===== config.mk =====
export PLATFORM = sky130hd
export DESIGN_NAME = toaster_top
export DESIGN_NICKNAME = d
export VERILOG_FILES = /design/src/rtl/toaster_pkg.sv /design/src/rtl/toaster_timer.sv /design/src/rtl/toaster_top.sv
export SDC_FILE = /design/constraint.sdc
export NUM_CORES = 1
export LEC_CHECK = 0
export CAP_MARGIN = 5
export CORE_AREA = 10 10 47 49
export CTS_CLUSTER_DIAMETER = 50
export DETAILED_ROUTE_END_ITERATION = 16
export DIE_AREA = 0 0 57 59
export GPL_TIMING_DRIVEN = 0
export PLACE_DENSITY_LB_ADDON = 0.3
export SETUP_SLACK_MARGIN = 0.5
export SYNTH_ARGS = -nofsm -noshare
export SYNTH_HDL_FRONTEND = slang
export SYNTH_SLANG_ARGS = --single-unit
export TNS_END_PERCENT = 50

===== constraint.sdc =====
create_clock -name iiClk -period 3.9 [get_ports iiClk]
set_clock_uncertainty 0.05 [all_clocks]
set_input_delay 0.585 -clock iiClk [delete_from_list [all_inputs] [get_ports iiClk]]
set_output_delay 0.585 -clock iiClk [all_outputs]
set_load 0.02 [all_outputs]

===== src/rtl/toaster_pkg.sv =====
// Shared types and constants for the toaster control path.
// Optional abort support is selected with the TOASTER_ABORT_EN macro in toaster_top.
package toaster_pkg;

  typedef enum logic [1:0] {
    IDLE      = 2'b00,
    WARMUP    = 2'b01,
    TOAST     = 2'b10,
    COOL_DOWN = 2'b11
  } state_t;

  localparam int DEF_WARMUP_CYCLES = 4;
  localparam int DEF_TOAST_CYCLES  = 8;
  localparam int DEF_COOL_CYCLES   = 4;

  // Wide enough for the longest phase load value (darkness 3 toast).
  function automatic int timer_width(input int w, input int t, input int c);
    int m;
    m = w;
    if (3 * t > m) m = 3 * t;
    if (c > m) m = c;
    return $clog2(m + 1);
  endfunction

endpackage


===== src/rtl/toaster_timer.sv =====
// Loadable phase down-counter; holds at zero until reloaded.
module toaster_timer #(
  parameter int WIDTH = 4
) (
  input  logic             iiClk,
  input  logic             iiRst,
  input  logic             load,
  input  logic [WIDTH-1:0] load_val,
  output logic             zero
);

  logic [WIDTH-1:0] timer;

  always_ff @(posedge iiClk) begin
    if (iiRst) begin
      timer <= '0;
    end else if (load) begin
      timer <= load_val;
    end else if (timer != '0) begin
      timer <= timer - WIDTH'(1);
    end
  end

  assign zero = (timer == '0);

endmodule


===== src/rtl/toaster_top.sv =====
// Toaster sequencing FSM: IDLE -> WARMUP -> TOAST -> COOL_DOWN -> IDLE.
// Define TOASTER_ABORT_EN to let a zero command abort WARMUP/TOAST into COOL_DOWN.
module toaster_top
  import toaster_pkg::*;
#(
  parameter int WARMUP_CYCLES = DEF_WARMUP_CYCLES,
  parameter int TOAST_CYCLES  = DEF_TOAST_CYCLES,
  parameter int COOL_CYCLES   = DEF_COOL_CYCLES
) (
  input  logic       iiClk,
  input  logic       iiRst,
  input  logic [1:0] iiA,
  output logic [1:0] oState,
  output logic       oHeater,
  output logic       oDone
);

  localparam int TW = timer_width(WARMUP_CYCLES, TOAST_CYCLES, COOL_CYCLES);
  localparam logic [TW-1:0] WARM_LOAD = TW'(WARMUP_CYCLES - 1);
  localparam logic [TW-1:0] COOL_LOAD = TW'(COOL_CYCLES - 1);

  logic [1:0]    state_int;
  state_t        next_state;
  logic [1:0]    level, level_next;
  logic          armed, armed_next;
  logic          aborted, aborted_next;
  logic          done_next;
  logic          tmr_load;
  logic [TW-1:0] tmr_val;
  logic          tmr_zero;
  logic          abort_req;

`ifdef TOASTER_ABORT_EN
  assign abort_req = (iiA == 2'd0);
`else
  assign abort_req = 1'b0;
`endif

  toaster_timer #(.WIDTH(TW)) u_timer (
    .iiClk    (iiClk),
    .iiRst    (iiRst),
    .load     (tmr_load),
    .load_val (tmr_val),
    .zero     (tmr_zero)
  );

  always_comb begin
    next_state   = state_t'(state_int);
    level_next   = level;
    armed_next   = armed;
    aborted_next = aborted;
    done_next    = 1'b0;
    tmr_load     = 1'b0;
    tmr_val      = '0;
    case (state_int)
      WARMUP: begin
        if (abort_req) begin
          next_state   = COOL_DOWN;
          tmr_load     = 1'b1;
          tmr_val      = COOL_LOAD;
          aborted_next = 1'b1;
        end else if (tmr_zero) begin
          next_state = TOAST;
          tmr_load   = 1'b1;
          tmr_val    = TW'(int'(level) * TOAST_CYCLES - 1);
        end
      end
      TOAST: begin
        // Abort wins even on the final toast cycle so oDone stays suppressed.
        if (abort_req) begin
          next_state   = COOL_DOWN;
          tmr_load     = 1'b1;
          tmr_val      = COOL_LOAD;
          aborted_next = 1'b1;
        end else if (tmr_zero) begin
          next_state = COOL_DOWN;
          tmr_load   = 1'b1;
          tmr_val    = COOL_LOAD;
        end
      end
      COOL_DOWN: begin
        if (tmr_zero) begin
          next_state = IDLE;
          done_next  = ~aborted;
        end
      end
      default: begin
        if (iiA == 2'd0) begin
          armed_next = 1'b1;
        end else if (armed) begin
          next_state   = WARMUP;
          level_next   = iiA;
          armed_next   = 1'b0;
          aborted_next = 1'b0;
          tmr_load     = 1'b1;
          tmr_val      = WARM_LOAD;
        end
      end
    endcase
  end

  always_ff @(posedge iiClk) begin
    if (iiRst) begin
      state_int <= IDLE;
      level     <= 2'd0;
      armed     <= 1'b1;
      aborted   <= 1'b0;
      oDone     <= 1'b0;
    end else begin
      state_int <= next_state;
      level     <= level_next;
      armed     <= armed_next;
      aborted   <= aborted_next;
      oDone     <= done_next;
    end
  end

  assign oState  = state_int;
  assign oHeater = (state_int == WARMUP) || (state_int == TOAST);

endmodule


==> impl_metrics.json, run 1 <==
{
  "cts_buffer_depth": 2,
  "fin_setup_tns_ns": 0,
  "grt_max_degree": 11,
  "ys_seq_area_frac": 0.359,
  "synthesis.nets": 75,
  "power.density_nw_per_um2": 876,
  "finalHoldViolCount": 0,
  "hold_start": "level[0]",
  "placed_area_sq_um": 703,
  "fillers": 140,
  "hold_end": "level[0]",
  "drt-total-wl_um": 1210,
  "regToRegSetupSlack_ns": 2.05,
  "holdWs_ns": 0.436,
  "finalCritPeriodShare": 0.600,
  "antenna_cells": 0,
  "hpwl_um": 936,
  "area_growth_pct": 19.0,
  "grt_first_pass_wirelength_um": 2040,
  "cp-end-kind": "output pin",
  "period_needed_ns": 2.34,
  "maxCapViolCount": 0,
  "seqCellArea_sq_um": 220,
  "cts_tree": "done",
  "yosys.cell_types.count": 30,
  "maxSlewHeadroom": 0.619,
  "dp_slack_ns": 1.83,
  "core-area_sq_um": 1400,
  "ys_ff_latch": 11,
  "worstReg2RegEnd": "u_timer.timer[0]",
  "hold_depth": 2,
  "clock_latency_ns": 0.27,
  "globalplace.congestion": 0.756,
  "dr.pass1.iters": 3,
  "placed_cells": 89,
  "worstMarginPinSlew_ns": 0.571,
  "rr_worst_depth": 5,
  "start_kind": "flop",
  "critPathMaxFanout": 5,
  "final_cell_mix": "11 x dfxtp_1, 7 x clkdlybuf4s50_1",
  "ctsHoldBuffers": 0,
  "p_total_mw": 0.639,
  "synthFlopType": "dfxtp_1",
  "drive_gt1_frac": 0.104,
  "dieArea_sq_um": 3360,
  "ios": 8,
  "grt_usage": 0.0758,
  "syn_avg_cell_area_sq_um": 9.29,
  "setup_ws_ns": 1.56,
  "cts.reportedPaths.clkPinSlew_ns": 0.07,
  "antenna_found_initial": 0,
  "drt_iter0_markers": 4,
  "fmax_ghz": 0.427,
  "syn-instance-count": 66,
  "numCtsBuffers": 3,
  "numPortBuffers": 7,
  "rsz0062_at_grt": "false",
  "h-tree-depth": 1,
  "die_x_um": 57,
  "cp.arrival_ns": 1.71,
  "nets": 87,
  "grt_overflow_total": 0,
  "fin_area_sq_um": 729,
  "power.leakage_nw": 0.282,
  "postCtsSetupBuffers": 0,
  "fp-row-count": 14,
  "routedWlPerCell_um": 13.1,
  "slew_violations": 0,
  "synth_edf_count": 0,
  "grt_pass1_vias": 476,
  "initial_core_util": 0.437,
  "timing.rr.start": "oState[0]",
  "worstSetupPathType": "flop to output pin",
  "cts_root_buf": "clkbuf_4",
  "async_reset_ff_frac": 0,
  "status": "completed",
  "cts.sinks": 11,
  "setup_viol": 0,
  "drcViolationCount": 0,
  "netlist_area_sq_um": 613,
  "vias_per_cell": 5.46,
  "multi_input_area_sq_um": 370,
  "peakVddDrop_v": 0.000441,
  "ys_warn_count": 0,
  "finish.utilization": 0.521,
  "fin_cells": 93,
  "postCtsResizedCells": 0,
  "final_common_cell": "dfxtp_1",
  "required_ns": 3.26,
  "hold_path.class": "flop to flop",
  "vias": 508,
  "fp.dieH_um": 59,
  "antenna_left": 0
}
-- Yosys cell counts (2+ instances only) --
cell | instances | area [sq um]
dfxtp_1 | 11 | 220
a21oi_1 | 5 | 25.0
ha_1 | 5 | 62.6
inv_1 | 5 | 18.8
nand2_1 | 5 | 18.8
nand2b_1 | 4 | 25.0
o21ai_0 | 3 | 15.0
mux2i_1 | 2 | 20.0
nand3_1 | 2 | 10.0
nor3_1 | 2 | 10.0
o211ai_1 | 2 | 15.0
xnor2_1 | 2 | 17.5
-- cells by family (layout without fill, tap and decap cells) --
logic type      count (synthesis)  in the layout  synth area share
fa+ha+maj                       5              5             0.102
compound gates                 17             17             0.188
mux                             3              3            0.0510
simple gates                   21             21             0.220
xor+xnor                        3              3            0.0429
buf+inv                         6             17            0.0367
flops                          11             11             0.359
-- how the worst max path moves through the flow --
stage	cells past startpoint	to	start	slack [ns]
final	3	oHeater	oState[0]	1.56
after global routing	3	oHeater	oState[0]	1.45
after CTS	3	oHeater	oState[0]	1.53
after detailed placement	3	oHeater	oState[0]	1.83
after global placement	3	oHeater	oState[0]	1.84
after floorplan	5	u_timer.timer[1]	oState[0]	1.94
-- worst max-delay path: stages (launching register included) --
cell	delay (ns)
dfxtp_1	0.41
inv_1	0.08
ha_1	0.33
clkdlybuf4s50_1	0.62
-- layout make-up --
cell class	count	share of cell area
Buffer	1	0.00515
Clock buffer	4	0.0360
Inverter	5	0.0257
Multi-Input combinational cell	49	0.508
Sequential cell	11	0.302
Tap cell	16	0.0274
Timing Repair Buffer	7	0.0961
-- layer usage --
metal	part of all wire	wire length (um)	track usage	vias up
met4	0.030	36	0.0503	0
met5	0	0	0	-
met3	0.040	48	0.0258	5
li1	-	-	-	265
met2	0.46	560	0.122	8
met1	0.47	569	0.0825	230
-- report_power, final --
group	internal, mW	switching (mW)	leakage, nW
registers	0.153	0.0429	0.0906
clock network	0.0396	0.0375	0.0150
logic	0.182	0.184	0.177
total	0.374	0.265	0.282
-- flip-flops by register name (all words and copies together), names as in the netlist --
signal / flops
armed: 1
oState: 2
u_timer.timer: 5
level: 2
oDone: 1
(Power assumes the default switching activity.)
==> run 2, diff against run 1 <==
--- a/config.mk
+++ b/config.mk
@@ -6,10 +6,10 @@
 export NUM_CORES = 1
 export LEC_CHECK = 0
 export CAP_MARGIN = 5
-export CORE_AREA = 10 10 47 49
+export CORE_MARGIN = 10
+export CORE_UTILIZATION = 46
 export CTS_CLUSTER_DIAMETER = 50
 export DETAILED_ROUTE_END_ITERATION = 16
-export DIE_AREA = 0 0 57 59
 export GPL_TIMING_DRIVEN = 0
 export PLACE_DENSITY_LB_ADDON = 0.3
 export SETUP_SLACK_MARGIN = 0.5
==> constraint.sdc (replaced) <==
create_clock -name iiClk -period 2.12 [get_ports iiClk]
set_clock_uncertainty 0.05 [all_clocks]
set_input_delay 0.318 -clock iiClk [delete_from_list [all_inputs] [get_ports iiClk]]
set_output_delay 0.318 -clock iiClk [all_outputs]
set_load 0.02 [all_outputs]
==> impl_metrics.json, run 2 (synthesis gave the netlist of run 1 again) <==
{
  "slowest_delay_ns": 0.38,
  "worstMarginPinSlew_ns": 0.529,
  "numCtsBuffers": 3,
  "cts_root_buf": "clkbuf_4",
  "cp.arrival_ns": 1.71,
  "grt_max_degree": 11,
  "rr_worst_depth": 5,
  "drt-total-wl_um": 1310,
  "vias_per_cell": 5.53,
  "antenna_cells": 0,
  "met3_usage": 0.0427,
  "timing.rr.start": "oState[1]",
  "finalHoldViolCount": 0,
  "peakVddDrop_v": 0.000919,
  "power.leakage_nw": 0.322,
  "setup_ws_ns": 0.493,
  "period_needed_ns": 1.63,
  "antenna_left": 0,
  "slew_violations": 0,
  "hold_depth": 2,
  "grt_util_met1": 0.0801,
  "cts_buffer_depth": 2,
  "cp-end-kind": "flop",
  "holdWs_ns": 0.430,
  "numPortBuffers": 7,
  "comb_power_share": 0.631,
  "globalplace.congestion": 0.742,
  "grt_pass1_vias": 518,
  "dieArea_sq_um": 3190,
  "fmax_ghz": 0.615,
  "cts.reportedPaths.clkPinSlew_ns": 0.07,
  "ctsHoldBuffers": 0,
  "fp-row-count": 13,
  "maxCapViolCount": 0,
  "crit_chain": "inv_2, ha_1, or2_2, a2111oi_4, a311oi_1",
  "dr.pass1.iters": 4,
  "critPathMaxFanout": 5,
  "maxSlewHeadroom": 0.646,
  "worstSetupPathType": "flop to flop",
  "area_growth_pct": 35.5,
  "final_common_cell": "dfxtp_1",
  "vias": 536,
  "drt_iter0_markers": 6,
  "drive_gt1_frac": 0.329,
  "required_ns": 2.20,
  "cpMaxStageDelayCell": "dfxtp_4",
  "fin_setup_tns_ns": 0,
  "clkPwrFrac": 0.102,
  "hold_end": "level[1]",
  "worstReg2RegEnd": "u_timer.timer[0]",
  "seqPwrFrac": 0.267,
  "largest_register": "u_timer.timer",
  "die_x_um": 56.5,
  "swShare": 0.415,
  "h-tree-depth": 1,
  "ios": 8,
  "worst-path-buf-inv": 1,
  "antenna_found_initial": 0,
  "grt_usage": 0.0830,
  "met2_usage": 0.146,
  "power.density_nw_per_um2": 1730,
  "finish.utilization": 0.647,
  "dp_slack_ns": 0.354,
  "clock_latency_ns": 0.28,
  "cts_tree": "done",
  "hold_start": "level[1]",
  "setup_viol": 0,
  "rsz0062_at_grt": "true",
  "switchingPower_mw": 0.596,
  "drcViolationCount": 0,
  "grt_first_pass_wirelength_um": 2170,
  "status": "completed",
  "cpLargestDelayFamily": "compound AO/OA/AOI/OAI gates",
  "grt_overflow_total": 0,
  "hold_path.class": "flop to flop",
  "finalCritPeriodShare": 0.767,
  "initial_core_util": 0.477,
  "routedWlPerCell_um": 13.5,
  "fp.dieH_um": 56.5,
  "largest_reg_flops": 5,
  "final_cell_mix": "7 x dfxtp_1, 6 x clkdlybuf4s50_1, 5 x a21oi_1, 5 x nand2_1, 5 x buf_4",
  "nets": 92,
  "regToRegSetupSlack_ns": 0.49,
  "internal-power_mw": 0.841,
  "core-area_sq_um": 1280,
  "grt-busiest-layer": "met2",
  "hpwl_um": 925,
  "cts.sinks": 11,
  "start_kind": "flop"
}
run 2: cell count changes in the layout (fill, tap and decap cells not counted), sizes merged:
cell / before / now
clkdlybuf4s50: 7 / 6
clkinv: 0 / 1
buf: 0 / 5
run 2: area by class of cell:
type,instances,area (sq um)
plain buffers,1,3.75
well taps,15,18.8
flip-flops and latches,11,233
inverters,5,21.3
clock buffers,3,22.5
repair buffers,12,103
multi-input cells,49,424
clock inverters,1,5.00
fillers,101,454
run 2: per-stage QoR:
stage                     power, mW  instances  instance area [sq um]
after floorplan               0.956         66                    646
after global placement         1.12         88                    734
after detailed placement       1.13         88                    734
after CTS                      1.42         96                    823
after global routing           1.53         97                    831
final                          1.44         97                    831
run 2: tightest hold or removal path: stages, from the launching register on:
cell	delay, ns
dfxtp_1	0.33
nand2_1	0.06
a21oi_1	0.05
run 2: routing by layer:
metal / wire length, um / vias up
met2: 622 / 9
met5: 0 / -
met3: 65 / 2
li1: - / 274
met1: 610 / 251
met4: 12 / 0
run 2: power by group through the flow:
stage | clock, mW | sequential [mW] | combinational (mW)
3_5_place_dp | 0 | 0.382 | 0.752
2_1_floorplan | 0 | 0.387 | 0.570
3_3_place_gp | 0 | 0.380 | 0.742
6_report | 0.146 | 0.384 | 0.906
5_1_grt | 0.161 | 0.392 | 0.982
4_1_cts | 0.151 | 0.377 | 0.888
run 2: how the worst max path moves through the flow:
stage	start	to	cells after the start
finish	oState[1]	u_timer.timer[0]	5
global route	oState[1]	u_timer.timer[0]	5
CTS	oState[0]	oHeater	3
detailed placement	u_timer.timer[0]	u_timer.timer[0]	5
global placement	u_timer.timer[0]	u_timer.timer[0]	5
floorplan	u_timer.timer[0]	u_timer.timer[0]	5
run 2: timing repair:
item,in CTS,in global routing
endpoints found under the setup margin,6,7
endpoints found under the hold margin,0,0
pin swaps,2,1
resized for setup,10,3
setup buffers,4,1
